### src/rtl/regfile_operand_fetch.sv
// Operand fetch front end of the register file: holds one instruction, checks it
// against an in-flight destination scoreboard, and registers the resolved operand bundle.
module regfile_operand_fetch #(
    parameter int DATA_W = 32,
    parameter bit FWD_EN = 1'b1
) (
    input  logic              CK_REF,
    input  logic              RST_N,
    input  logic              INSTR_VALID,
    output logic              INSTR_READY,
    input  logic [31:0]       INSTR_IN,
    input  logic              WB_VALID,
    input  logic [4:0]        WB_RD,
    input  logic [DATA_W-1:0] WB_DATA,
    output logic              REG_RD_WRN,
    output logic [4:0]        RS1_REG_OFFSET,
    output logic [4:0]        RS2_REG_OFFSET,
    output logic [4:0]        RD_REG_OFFSET,
    output logic [DATA_W-1:0] REG_DATA_IN,
    input  logic [DATA_W-1:0] RS1_DATA_OUT,
    input  logic [DATA_W-1:0] RS2_DATA_OUT,
    output logic              OP_VALID,
    input  logic              OP_READY,
    output logic [31:0]       OP_INSTR,
    output logic [DATA_W-1:0] OP_RS1,
    output logic [DATA_W-1:0] OP_RS2,
    output logic [4:0]        OP_RD
);

    localparam logic [6:0] OPC_LUI    = 7'b0110111;
    localparam logic [6:0] OPC_AUIPC  = 7'b0010111;
    localparam logic [6:0] OPC_JAL    = 7'b1101111;
    localparam logic [6:0] OPC_OP     = 7'b0110011;
    localparam logic [6:0] OPC_STORE  = 7'b0100011;
    localparam logic [6:0] OPC_BRANCH = 7'b1100011;

    typedef enum logic [1:0] {EMPTY, HOLD, OUT} state_t;

    state_t      state;
    logic [31:0] held_instr;
    logic [31:0] sb;
    logic [31:0] sb_next;

    logic [6:0]  opcode;
    logic [4:0]  rs1;
    logic [4:0]  rs2;
    logic [4:0]  rd;
    logic        uses_rs1;
    logic        uses_rs2;
    logic        writes_rd;
    logic        stall;
    logic        issue;

    function automatic logic src_busy(input logic use_r, input logic [4:0] r,
                                      input logic [31:0] sbv, input logic wbv,
                                      input logic [4:0] wbr);
        return use_r && (r != 5'd0) && sbv[r] && !(FWD_EN && wbv && (wbr == r));
    endfunction

    function automatic logic [DATA_W-1:0] operand(input logic use_r, input logic [4:0] r,
                                                  input logic [DATA_W-1:0] rf_data,
                                                  input logic wbv, input logic [4:0] wbr,
                                                  input logic [DATA_W-1:0] wbd);
        if (!use_r || (r == 5'd0))
            return '0;
        else if (FWD_EN && wbv && (wbr == r))
            return wbd;
        else
            return rf_data;
    endfunction

    assign opcode = held_instr[6:0];
    assign rs1    = held_instr[19:15];
    assign rs2    = held_instr[24:20];
    assign rd     = held_instr[11:7];

    assign uses_rs1  = !((opcode == OPC_LUI) || (opcode == OPC_AUIPC) || (opcode == OPC_JAL));
    assign uses_rs2  = (opcode == OPC_OP) || (opcode == OPC_STORE) || (opcode == OPC_BRANCH);
    assign writes_rd = !((opcode == OPC_STORE) || (opcode == OPC_BRANCH)) && (rd != 5'd0);

    // WAW check ignores FWD_EN: a same-cycle writeback of rd always retires the older write.
    assign stall = src_busy(uses_rs1, rs1, sb, WB_VALID, WB_RD)
                 | src_busy(uses_rs2, rs2, sb, WB_VALID, WB_RD)
                 | (writes_rd && sb[rd] && !(WB_VALID && (WB_RD == rd)));
    assign issue = (state == HOLD) && !stall;

    assign REG_RD_WRN     = ~(WB_VALID & RST_N);
    assign RD_REG_OFFSET  = WB_RD;
    assign REG_DATA_IN    = WB_DATA;
    assign RS1_REG_OFFSET = rs1;
    assign RS2_REG_OFFSET = rs2;
    assign INSTR_READY    = (state == EMPTY) || ((state == OUT) && OP_READY);

    // Set is applied after clear so a register issued and retired in one cycle stays busy.
    always_comb begin
        sb_next = sb;
        if (WB_VALID && (WB_RD != 5'd0))
            sb_next[WB_RD] = 1'b0;
        if (issue && writes_rd)
            sb_next[rd] = 1'b1;
        sb_next[0] = 1'b0;
    end

    always_ff @(posedge CK_REF or negedge RST_N) begin
        if (!RST_N) begin
            state      <= EMPTY;
            held_instr <= '0;
            sb         <= '0;
            OP_VALID   <= 1'b0;
            OP_INSTR   <= '0;
            OP_RS1     <= '0;
            OP_RS2     <= '0;
            OP_RD      <= '0;
        end else begin
            sb <= sb_next;
            case (state)
                EMPTY: begin
                    if (INSTR_VALID) begin
                        held_instr <= INSTR_IN;
                        state      <= HOLD;
                    end
                end
                HOLD: begin
                    if (!stall) begin
                        OP_VALID <= 1'b1;
                        OP_INSTR <= held_instr;
                        OP_RS1   <= operand(uses_rs1, rs1, RS1_DATA_OUT, WB_VALID, WB_RD, WB_DATA);
                        OP_RS2   <= operand(uses_rs2, rs2, RS2_DATA_OUT, WB_VALID, WB_RD, WB_DATA);
                        OP_RD    <= writes_rd ? rd : 5'd0;
                        state    <= OUT;
                    end
                end
                OUT: begin
                    if (OP_READY) begin
                        OP_VALID <= 1'b0;
                        if (INSTR_VALID) begin
                            held_instr <= INSTR_IN;
                            state      <= HOLD;
                        end else begin
                            state <= EMPTY;
                        end
                    end
                end
                default: state <= EMPTY;
            endcase
        end
    end

endmodule

### config.mk
export PLATFORM = sky130hd
export DESIGN_NAME = regfile_operand_fetch
export DESIGN_NICKNAME = d
export VERILOG_FILES = /design/src/rtl/regfile_operand_fetch.sv
export SDC_FILE = /design/constraint.sdc
export NUM_CORES = 1
export LEC_CHECK = 0
export ABC_CLOCK_PERIOD_IN_PS = 7250
export BUFFER_PORTS_ARGS = -buffer_cell sky130_fd_sc_hd__buf_2
export CORE_AREA = 2 2 130 132
export CTS_CLUSTER_DIAMETER = 30
export DETAILED_ROUTE_END_ITERATION = 12
export DIE_AREA = 0 0 132 134
export PLACE_DENSITY = 0.82
export RECOVER_POWER = 25
export SLEW_MARGIN = 25
export SYNTH_ARGS = -nofsm -noshare
export SYNTH_HDL_FRONTEND = slang
export SYNTH_SLANG_ARGS = --single-unit
export TNS_END_PERCENT = 1
### constraint.sdc
create_clock -name CK_REF -period 7.25 [get_ports CK_REF]
set_clock_uncertainty 0.2 [all_clocks]
set_input_delay 2.175 -clock CK_REF [delete_from_list [all_inputs] [get_ports CK_REF]]
set_output_delay 2.175 -clock CK_REF [all_outputs]
set_load 0.05 [all_outputs]
# Yosys cells after proc, flatten, opt, wreduce, memory -nomap -nowiden
# Index checks and enable logic that the tools add are counted.
op_classes:
  add_sub_neg: 0
  multipliers: 0
  div_mod_pow: 0
  order_cmp: 6
  n_eq_ne: 14
  shift: 0
  muxes: 28
  bitwise: 8
  reduce_logical: 46
ops:
  columns: ["op", "count"]
  rows:
  - ["$mux W32", 8]
  - ["$pmux W32 S2", 1]
  - ["$and A32 B32 Y32", 1]
  - ["$not A32 Y32", 1]
  - ["$or A32 B32 Y32", 1]
  - ["$lt A5 B6 Y1 const B", 4]
  - ["$eq A7 B6 Y1 const B", 3]
  - ["$reduce_bool A5 Y1", 4]
  - ["$logic_and A1 B1 Y1", 18]
  - ["$bmux W1 S5", 3]
  - ["$eq A5 B5 Y1", 3]
  - ["$eq A7 B7 Y1 const B", 2]
  - ["$demux W1 S5", 2]
  - ["$ge A5 B1 Y1 const B", 2]
  - ["$logic_not A5 Y1", 2]
  - ["$logic_or A1 B1 Y1", 8]
  - ["$mux W1", 8]
  - ["$eq A7 B5 Y1 const B", 1]
  - ["$logic_not A1 Y1", 7]
  - ["$mux W2", 3]
  - ["$ne A2 B2 Y1 const B", 3]
  - ["$pmux W2 S3", 1]
  - ["$reduce_and A3 Y1", 2]
  - ["$mux W5", 1]
  - ["other kinds (9)", 13]
word_totals:
  regBits: 167
  latchBits: 0
  ramBits: 0
  rom_bits: 0
  n_memories: 0

# Depth between registers and ports, before layout
# Gate-level depths: netlist of run 1.
depth:
  word_depth: 13
  mapped_depth: 13

# Worst setup path before layout of run 1
# Ideal clock, no wire load.
synth_path:
  path_type: "input -> output"
  start: "input port OP_READY"
  end: "output port INSTR_READY"
  t_arrival_ns: 3.012
  t_required_ns: 4.875
  path_slack_ns: 1.863
  cell_stages: 2
  path_cell_list: "inv_1 a21oi_1"
synth_between:
  elab_chain_len: 2
synth_lines:
  columns: ["element", "line", "source"]
  rows:
  - ["start: declaration", "23", "input logic OP_READY,"]
  - ["$logic_and A1 B1 Y1", "92", "assign INSTR_READY = (state == EMPTY) || ((state == OUT) && OP_READY);"]
  - ["$logic_or A1 B1 Y1", "92", null]
  - ["end: declaration", "10", "output logic INSTR_READY,"]
# Every way passes these cells.

# Worst setup path after layout of run 1
# Same ends and word-level chain as after synthesis.

==> results of run 1 <==
## layout make-up
class / instances / area, um^2 / share of cell area (%)
Inverter: 6 / 22.5 / 0.211
Antenna cell: 1 / 2.50 / 0.0234
Sequential cell: 167 / 4180 / 39.1
Multi-Input combinational cell: 464 / 4120 / 38.5
Clock inverter: 11 / 149 / 1.39
Clock buffer: 20 / 457 / 4.27
Timing Repair Buffer: 297 / 1500 / 14.0
Tap cell: 220 / 275 / 2.57
## through the flow
step / power (mW) / cells / util, % / hold WS [ns] / cell area (um^2)
after floorplan: 4.06 / 745 / - / 0.275 / 8980
after global placement: 4.60 / 1154 / 62.1 / 0.283 / 10100
after detailed placement: 4.66 / 1154 / 62.1 / 0.288 / 10100
after CTS: 5.59 / 1185 / 65.8 / 0.302 / 10700
after global routing: 5.84 / 1186 / 65.7 / 0.317 / 10700
final: 5.57 / 1186 / 65.7 / 0.300 / 10700
## report_power, final
group / switching, mW / internal (mW)
logic: 1.84 / 1.03
clock network: 0.364 / 0.559
registers: 0.438 / 1.33
## how the worst max path moves through the flow
stage	endpoint	slack (ns)	cells past startpoint
2_1_floorplan	INSTR_READY	1.86	2
3_3_place_gp	sb[3]$_DFF_PN0_	1.82	10
3_5_place_dp	sb[14]$_DFF_PN0_	1.72	10
4_1_cts	INSTR_READY	2.05	4
5_1_grt	sb[14]$_DFF_PN0_	1.89	10
6_report	INSTR_READY	2.02	4
## Yosys cell counts (4+ instances only)
cell type and instances:
dfrtp_1 167, mux2_2 134, mux2i_1 73, nor2_1 72
buf_4 48, o21ai_0 39, clkbuf_1 33, o41ai_1 29
mux4_2 20, nand2_1 16, buf_6 13, xor2_1 12
nand3b_1 10, buf_1 9, nand3_1 7, inv_1 6
buf_2 5, nor4_1 4, or3b_2 4
## cells by family after synthesis
group | count (synthesis) | synth area share (%)
AO/OA/AOI/OAI | 89 | 7.02
XOR/XNOR | 15 | 1.46
buffers and inverters | 114 | 7.93
flip-flops | 167 | 46.5
multiplexers | 227 | 29.9
AND/OR/NAND/NOR | 133 | 7.12
## flip-flops by register name, indices dropped and copies added, names as in the netlist
name / flops
OP_INSTR: 32
sb: 31
OP_RS1: 32
state: 2
OP_RS2: 32
held_instr: 32
OP_VALID: 1
OP_RD: 5
## layer usage
metal	wire length [um]	up-vias	GRT usage [%]
li1	-	3076	-
met4	609	0	10.3
met5	0	-	0
met3	1930	44	5.97
met2	11800	336	44.6
met1	10300	3445	37.8
==> impl_metrics.py, run 1 <==
metrics = {
    "run_status": {
        "status": "completed",
    },
    "grt": {
        "grt_pass1_vias": 6795,
        "grtUsageTotal_pct": 27.9,
        "grt_overflow": 0,
        "grt_max_degree": 71,
        "antenna_found_initial": 1,
        "grt_pass1_wl_um": 38000,
    },
    "clocking": {
        "cts_made_buffers": 17,
        "hold_buffers": 0,
        "cts_tree": "done",
        "cts-root-buf": "clkbuf_16",
        "numClockSinks": 167,
        "cts_resized": 0,
        "htreeDepth": 4,
        "cts_setup_buffers": 0,
        "clock_path_buffers": 2,
        "clk_pin_slew_ns": 0.06,
        "clk_latency_ns": 0.42,
    },
    "synthesis": {
        "synth.area.top_cells": "dfrtp_1 (47%), mux2_2 (17%), mux2i_1 (8.1%)",
        "ys_seq_area_share_pct": 46.5,
        "syn-num-nets": 883,
        "syn_area_mm2": 0.00898,
        "synth_warnings": 0,
        "synth_seq_cells": 167,
        "synth_edf_count": 0,
        "syn_avg_cell_area_um2": 12.1,
        "yosysTopAreaCell": "dfrtp_1",
        "synth_cell_types": 50,
        "synth-async-reset-ratio_pct": 100,
        "synth_top_area_share_pct": 46.5,
        "postSynthCellCount": 745,
        "ys.flop_type": "dfrtp_1",
    },
    "timing": {
        "slew_headroom_pct": 39.6,
        "finalMaxSlewViolations": 0,
        "finalSetupTns_ns": 0,
        "setup_viol": 0,
        "hold_violations": 0,
        "fin_crit_sh_pct": 72.2,
        "clock.fmax_mhz": 191,
        "worst_pin_slew_ns": 0.905,
        "rsz0062_at_grt": "false",
        "setup_ws_ns": 2.02,
        "min_period_ns": 5.23,
    },
    "min_path": {
        "whs_endpoint": "OP_INSTR[23]$_DFFE_PN0P_",
        "holdCritStartpoint": "OP_INSTR[23]$_DFFE_PN0P_",
        "hold_depth": 1,
        "min_path_type": "register to register",
    },
    "setup_path": {
        "crit_fanout": 2,
        "crit_type": "input pin to primary output",
        "crit_path_start": "OP_READY",
        "critPathTopFamily": "buffers and inverters",
        "critPathMostFrequentCell": "buf_2",
        "cp.arrival_ns": 2.86,
        "start_kind": "input pin",
        "crit_slowest_cell": "buf_2",
        "crit_path_end_kind": "primary output",
        "required_ns": 4.88,
        "r2r_slack_ns": 2.98,
        "rr_worst_depth": 8,
        "path_cells": "buf_2 > inv_1 > a21oi_1 > buf_2",
        "slowest_delay_ns": 0.31,
        "rr_startpoint": "held_instr[7]$_DFFE_PN0P_",
        "reg2reg_to": "sb[14]$_DFF_PN0_",
        "crit_buf_inv": 3,
    },
    "layout": {
        "fillers": 1326,
        "syn2layout_area_growth_pct": 19.1,
        "mostFrequentLayoutCells": "buf_2 (263), dfrtp_1 (167), mux2_2 (134), mux2i_1 (73), nor2_1 (72)",
        "post_route_cells_drive_above_1_share_pct": 48.9,
        "final_common_cell": "buf_2",
        "final_nets": 1091,
    },
    "detailed_routing": {
        "totalWireLength_um": 24700,
        "avgViaCountPerCell": 5.82,
        "num_vias": 6901,
        "wire_per_inst_um": 20.8,
        "drc_errors": 0,
        "antenna_left": 0,
        "drt_iter0_drc": 525,
        "first_pass_iters": 5,
    },
    "floorplanning": {
        "std_cell_rows": 47,
        "die_height_um": 134,
        "die_area_mm2": 0.0177,
        "num_io_pins": 289,
        "start_util_pct": 55.1,
        "core-area_mm2": 0.0163,
        "chipWidth_um": 132,
    },
    "placement": {
        "place_ws_ns": 1.72,
        "dp_hpwl_um": 17500,
        "routabilityCongestion": 0.942,
        "io_buffers": 288,
    },
    "run": {
        "cap_violations": 0,
    },
    "pwr": {
        "p_leak_nw": 5.15,
        "power.density_mw_per_mm2": 521,
        "max-vdd-ir-drop_mv": 0.387,
    },
}
Power figures use the tool's default switching activity.
==> inputs of run 2 (changes only) <==
--- a/config.mk
+++ b/config.mk
@@ -5,13 +5,13 @@
 export SDC_FILE = /design/constraint.sdc
 export NUM_CORES = 1
 export LEC_CHECK = 0
-export ABC_CLOCK_PERIOD_IN_PS = 7250
+export ABC_CLOCK_PERIOD_IN_PS = 4900
 export BUFFER_PORTS_ARGS = -buffer_cell sky130_fd_sc_hd__buf_2
-export CORE_AREA = 2 2 130 132
+export CORE_AREA = 2 2 135 137
 export CTS_CLUSTER_DIAMETER = 30
 export DETAILED_ROUTE_END_ITERATION = 12
-export DIE_AREA = 0 0 132 134
-export PLACE_DENSITY = 0.82
+export DIE_AREA = 0 0 137 139
+export PLACE_DENSITY = 0.76
 export RECOVER_POWER = 25
 export SLEW_MARGIN = 25
 export SYNTH_ARGS = -nofsm -noshare
==> constraint.sdc (replaced) <==
create_clock -name CK_REF -period 4.9 [get_ports CK_REF]
set_clock_uncertainty 0.2 [all_clocks]
set_input_delay 1.47 -clock CK_REF [delete_from_list [all_inputs] [get_ports CK_REF]]
set_output_delay 1.47 -clock CK_REF [all_outputs]
set_load 0.05 [all_outputs]
==> run 2 against run 1 <==
The flow now finishes with violations (max-capacitance violations, max-slew violations). Largest power group unchanged. Clock-buffer cell count unchanged. Via count increased by 1.5%. Largest cell class unchanged. Clock power increased by 46%. Worst hold slack got worse by 0.0016 ns. First-iteration DRC count decreased by 27%. Sequential power increased by 47%.
==> impl_metrics.py, run 2 (same netlist as run 1, synthesis figures left out) <==
metrics = {
    "min_path": {
        "hold_depth": 1,
        "min_path_type": "register to register",
        "holdCritStartpoint": "held_instr[12]$_DFFE_PN0P_",
        "whs_endpoint": "OP_INSTR[12]$_DFFE_PN0P_",
    },
    "setup_path": {
        "start_kind": "input pin",
        "path_cells": "buf_2 > xor2_1 > nor4_1 > nand3_1 > o211a_1 > or3_1 > or2_2 > buf_12 > o41ai_1",
        "crit_buf_inv": 2,
        "rr_startpoint": "held_instr[7]$_DFFE_PN0P_",
        "slowest_delay_ns": 0.57,
        "required_ns": 5.00,
        "critPathTopFamily": "simple AND/OR/NAND/NOR gates",
        "crit_slowest_cell": "or2_2",
        "crit_fanout": 35,
        "rr_worst_depth": 8,
        "r2r_slack_ns": 0.86,
        "crit_path_end_kind": "register",
        "cp.arrival_ns": 4.16,
        "reg2reg_to": "sb[18]$_DFF_PN0_",
        "crit_type": "input pin to register",
    },
    "floorplanning": {
        "std_cell_rows": 49,
        "core-area_mm2": 0.0177,
        "start_util_pct": 50.9,
        "die_height_um": 139,
        "chipWidth_um": 137,
        "die_area_mm2": 0.0190,
        "num_io_pins": 289,
    },
    "detailed_routing": {
        "num_vias": 7003,
        "avgViaCountPerCell": 5.80,
        "first_pass_iters": 6,
        "totalWireLength_um": 24600,
        "drt_iter0_drc": 385,
        "wire_per_inst_um": 20.4,
        "antenna_left": 0,
        "drc_errors": 0,
    },
    "layout": {
        "n_antenna_cell": 0,
        "mostFrequentLayoutCells": "buf_2 (287), dfrtp_1 (167), mux2_2 (134), mux2i_1 (73), nor2_1 (72)",
        "final_nets": 1103,
        "final_common_cell": "buf_2",
        "post_route_cells_drive_above_1_share_pct": 51.9,
        "fin_cells": 1207,
        "stdcell_area_mm2": 0.0108,
        "syn2layout_area_growth_pct": 20.5,
    },
    "grt": {
        "grt_overflow": 0,
        "grt_max_degree": 70,
        "grt_pass1_vias": 7014,
        "grtUsageTotal_pct": 26.2,
        "antenna_found_initial": 0,
        "grt_pass1_wl_um": 38300,
    },
    "pwr": {
        "sw_frac_of_total_pct": 47.6,
        "power.net_switching_mw": 3.98,
        "max-vdd-ir-drop_mv": 0.529,
        "combPwrFrac_pct": 52.7,
        "p_leak_nw": 5.28,
        "seqPwrFrac_pct": 31.2,
        "internal_power_mw": 4.39,
        "power.density_mw_per_mm2": 773,
        "p_clk_share_pct": 16.1,
    },
    "placement": {
        "dpl_cell_area_mm2": 0.0102,
        "routabilityCongestion": 0.925,
        "place_ws_ns": 0.440,
        "numPlacedInstances": 1175,
        "io_buffers": 288,
        "dp_hpwl_um": 17700,
    },
    "clocking": {
        "clk_latency_ns": 0.43,
        "cts_setup_buffers": 0,
        "numClockSinks": 167,
        "cts_resized": 0,
        "cts_tree": "done",
        "cts-root-buf": "clkbuf_16",
        "htreeDepth": 4,
        "cts_made_buffers": 17,
        "hold_buffers": 0,
        "clk_pin_slew_ns": 0.07,
        "clock_path_buffers": 2,
    },
    "timing": {
        "setup_viol": 0,
        "fin_hold_ws_ns": 0.299,
        "min_period_ns": 4.06,
        "slew_headroom_pct": -14.2,
        "fin_crit_sh_pct": 82.8,
        "hold_violations": 0,
        "clock.fmax_mhz": 246,
        "finalMaxSlewViolations": 137,
        "finalSetupTns_ns": 0,
        "rsz0062_at_grt": "false",
        "setup_ws_ns": 0.843,
        "worst_pin_slew_ns": 1.71,
    },
    "run_status": {
        "violations": "max-capacitance violations, max-slew violations",
        "status": "finished with violations",
    },
    "run": {
        "cap_violations": 2,
    },
}
==> run 2: cell count changes in the layout (fill, tap and decap cells not counted), sizes merged, moves of 2 or more <==
cell and delta:
clkbuf -22, clkinv -2, inv +3, buf +34
==> run 2: worst max path at each step <==
stage	cells past startpoint	from	slack, ns	endpoint
finish	9	WB_RD[2]	0.84	sb[18]$_DFF_PN0_
global route	8	held_instr[7]$_DFFE_PN0P_	0.64	sb[30]$_DFF_PN0_
CTS	8	held_instr[7]$_DFFE_PN0P_	0.86	sb[18]$_DFF_PN0_
detailed placement	9	WB_RD[2]	0.44	sb[18]$_DFF_PN0_
global placement	9	WB_RD[2]	0.58	sb[26]$_DFF_PN0_
floorplan	11	WB_RD[1]	0.81	OP_INSTR[25]$_DFFE_PN0P_
==> run 2: layout make-up <==
type                    instances  area (um^2)
flip-flops and latches        167         4180
fillers                      1465         6830
clock inverters                12          144
inverters                       6         22.5
well taps                     229          287
repair buffers                309         1630
multi-input cells             464         4120
clock buffers                  20          447
==> run 2: worst register-to-register path, delay by kind of cell, from the launching register on <==
family,cells,cell delay (ns)
simple gates,2,1.05
buf+inv,1,0.28
flops,1,0.80
mux,1,0.60
compound gates,4,0.98
==> run 2: layer usage <==
metal,vias up,global-route usage (%),routed length [um]
met4,0,10.6,682
met1,3436,33.6,9610
met2,401,42.1,11900
met5,-,0,0
li1,3103,-,-
met3,63,7.09,2410
==> run 2: metrics by stage <==
stage	power, mW	utilization, %
after floorplan	6.01	-
after global placement	6.94	58.0
after detailed placement	7.04	58.0
after CTS	8.40	61.4
after global routing	8.79	61.3
final	8.37	61.3
==> run 2: power groups by stage <==
stage | clock network [mW] | registers, mW | logic, mW
final | 1.35 | 2.61 | 4.41
after global routing | 1.42 | 2.70 | 4.66
after CTS | 1.37 | 2.60 | 4.43
after detailed placement | 0 | 2.63 | 4.41
after global placement | 0 | 2.59 | 4.35
after floorplan | 0 | 3.49 | 2.52
==> inputs of run 3 (changes only) <==
--- a/config.mk
+++ b/config.mk
@@ -5,7 +5,7 @@
 export SDC_FILE = /design/constraint.sdc
 export NUM_CORES = 1
 export LEC_CHECK = 0
-export ABC_CLOCK_PERIOD_IN_PS = 4900
+export ABC_CLOCK_PERIOD_IN_PS = 4150
 export BUFFER_PORTS_ARGS = -buffer_cell sky130_fd_sc_hd__buf_2
 export CORE_AREA = 2 2 135 137
 export CTS_CLUSTER_DIAMETER = 30
==> constraint.sdc (replaced) <==
create_clock -name CK_REF -period 4.15 [get_ports CK_REF]
set_clock_uncertainty 0.2 [all_clocks]
set_input_delay 1.245 -clock CK_REF [delete_from_list [all_inputs] [get_ports CK_REF]]
set_output_delay 1.245 -clock CK_REF [all_outputs]
set_load 0.05 [all_outputs]
==> run 3 against run 2 <==
The flow still finishes with violations (max-capacitance violations, max-slew violations). First-iteration DRC count is 52% higher. Die area stayed put. Clock power is 17% higher. Non-clock buffer count is 3 lower. Flip-flop and latch count stayed put. Largest power group unchanged.
==> impl_metrics.py, run 3 (same netlist as run 1, synthesis figures left out) <==
metrics = {
    "run_status": {
        "status": "finished with violations",
        "violations": "max-capacitance violations, max-slew violations",
    },
    "detailed_routing": {
        "drc_errors": 0,
        "totalWireLength_um": 24400,
        "antenna_left": 0,
        "top_layer": "met4",
        "avgViaCountPerCell": 5.77,
        "wl_met1_um": 10300,
        "route.met2.wl_um": 11500,
        "drt_iter0_drc": 585,
        "first_pass_iters": 7,
        "num_vias": 6938,
        "wire_per_inst_um": 20.3,
        "wl_met3_um": 2100,
    },
    "setup_path": {
        "slowest_delay_ns": 0.68,
        "rr_startpoint": "held_instr[7]$_DFFE_PN0P_",
        "crit_buf_inv": 1,
        "path_cells": "mux4_2 > a32oi_1 > o221ai_1 > o211a_1 > or3_1 > or2_2 > buf_12 > o41ai_1",
        "required_ns": 4.25,
        "crit_slowest_cell": "dfrtp_1",
        "r2r_slack_ns": 0.47,
        "rr_worst_depth": 8,
        "reg2reg_to": "sb[30]$_DFF_PN0_",
        "cp.arrival_ns": 3.78,
        "crit_fanout": 44,
        "start_kind": "register",
        "crit_type": "register to register",
        "crit_path_end_kind": "register",
        "critPathTopFamily": "compound AO/OA/AOI/OAI gates",
    },
    "grt": {
        "grt_pass1_wl_um": 37700,
        "antenna_found_initial": 0,
        "grt_max_degree": 78,
        "grt_pass1_vias": 6889,
        "grt_overflow": 0,
        "grtUsageTotal_pct": 25.7,
    },
    "timing": {
        "slew_headroom_pct": -29.2,
        "clock.fmax_mhz": 271,
        "min_period_ns": 3.68,
        "finalSetupTns_ns": 0,
        "fin_crit_sh_pct": 88.8,
        "hold_violations": 0,
        "setup_viol": 0,
        "rsz0062_at_grt": "false",
        "finalMaxSlewViolations": 147,
        "fin_hold_ws_ns": 0.298,
        "worst_pin_slew_ns": 1.94,
        "setup_ws_ns": 0.465,
    },
    "clocking": {
        "cts-root-buf": "clkbuf_16",
        "clk_latency_ns": 0.42,
        "cts_setup_buffers": 0,
        "htreeDepth": 4,
        "clock_path_buffers": 2,
        "clk_pin_slew_ns": 0.07,
        "cts_tree": "done",
        "cts_resized": 0,
        "cts_made_buffers": 17,
        "numClockSinks": 167,
        "hold_buffers": 0,
    },
    "floorplanning": {
        "chipWidth_um": 137,
        "num_io_pins": 289,
        "std_cell_rows": 49,
        "die_area_mm2": 0.0190,
        "die_height_um": 139,
        "core-area_mm2": 0.0177,
        "start_util_pct": 50.9,
    },
    "placement": {
        "io_buffers": 288,
        "dp_hpwl_um": 17300,
        "routabilityCongestion": 0.888,
        "place_ws_ns": 0.192,
    },
    "layout": {
        "syn2layout_area_growth_pct": 20.2,
        "mostFrequentLayoutCells": "buf_2 (287), dfrtp_1 (167), mux2_2 (134), mux2i_1 (73), nor2_1 (72)",
        "fillers": 1459,
        "final_nets": 1100,
        "final_common_cell": "buf_2",
        "n_antenna_cell": 0,
        "register_area_mm2": 0.00418,
        "final_core_util_pct": 61.1,
        "post_route_cells_drive_above_1_share_pct": 51.8,
        "multi_input_area_mm2": 0.00412,
    },
    "run": {
        "cap_violations": 2,
    },
    "min_path": {
        "min_path_type": "register to register",
        "hold_depth": 1,
        "whs_endpoint": "OP_INSTR[19]$_DFFE_PN0P_",
        "holdCritStartpoint": "OP_INSTR[19]$_DFFE_PN0P_",
    },
    "pwr": {
        "p_leak_nw": 5.26,
        "max-vdd-ir-drop_mv": 0.603,
        "power.density_mw_per_mm2": 909,
    },
}
[run 3: worst max-delay path by stage]
stage / startpoint / endpoint / slack, ns / cells past startpoint
detailed placement: WB_RD[2] / sb[18]$_DFF_PN0_ / 0.19 / 9
finish: held_instr[7]$_DFFE_PN0P_ / sb[30]$_DFF_PN0_ / 0.47 / 8
global route: held_instr[21]$_DFFE_PN0P_ / OP_INSTR[7]$_DFFE_PN0P_ / 0.32 / 8
global placement: WB_RD[2] / OP_RS1[16]$_DFFE_PN0P_ / 0.27 / 9
floorplan: WB_RD[1] / OP_INSTR[25]$_DFFE_PN0P_ / 0.28 / 11
CTS: held_instr[7]$_DFFE_PN0P_ / sb[30]$_DFF_PN0_ / 0.49 / 8
[run 3: final cells by class]
type	count	area share [%]
Clock buffer	19	4.10
Clock inverter	12	1.36
Inverter	6	0.209
Multi-Input combinational cell	464	38.1
Sequential cell	167	38.7
Tap cell	229	2.65
Timing Repair Buffer	306	14.8
[run 3: stage by stage]
stage / instances / cell area [um^2] / power (mW)
global placement: 1172 / 10200 / 8.15
CTS: 1203 / 10800 / 9.85
global route: 1203 / 10800 / 10.3
finish: 1203 / 10800 / 9.81
floorplan: 745 / 8980 / 7.10
detailed placement: 1172 / 10200 / 8.26
[run 3: where the power goes]
group	internal [mW]	total [mW]	leakage (nW)	switching [mW]
Combinational	1.91	5.18	2.89	3.28
Clock	0.911	1.58	0.278	0.666
Sequential	2.33	3.05	2.09	0.725
Total	5.15	9.81	5.26	4.67
[run 3: worst reg2reg max path: stages (launching register included)]
cell and delay [ns]:
dfrtp_1 0.68, mux4_2 0.59, a32oi_1 0.23, o221ai_1 0.17, o211a_1 0.27, or3_1 0.49, or2_2 0.36, buf_12 0.20
o41ai_1 0.39
[run 3: metal layers]
| metal | vias up | global-route usage (%) |
|---|---|---|
| li1 | 3106 | - |
| met5 | - | 0 |
| met2 | 361 | 40.8 |
| met3 | 46 | 6.03 |
| met1 | 3425 | 34.8 |
| met4 | 0 | 8.36 |
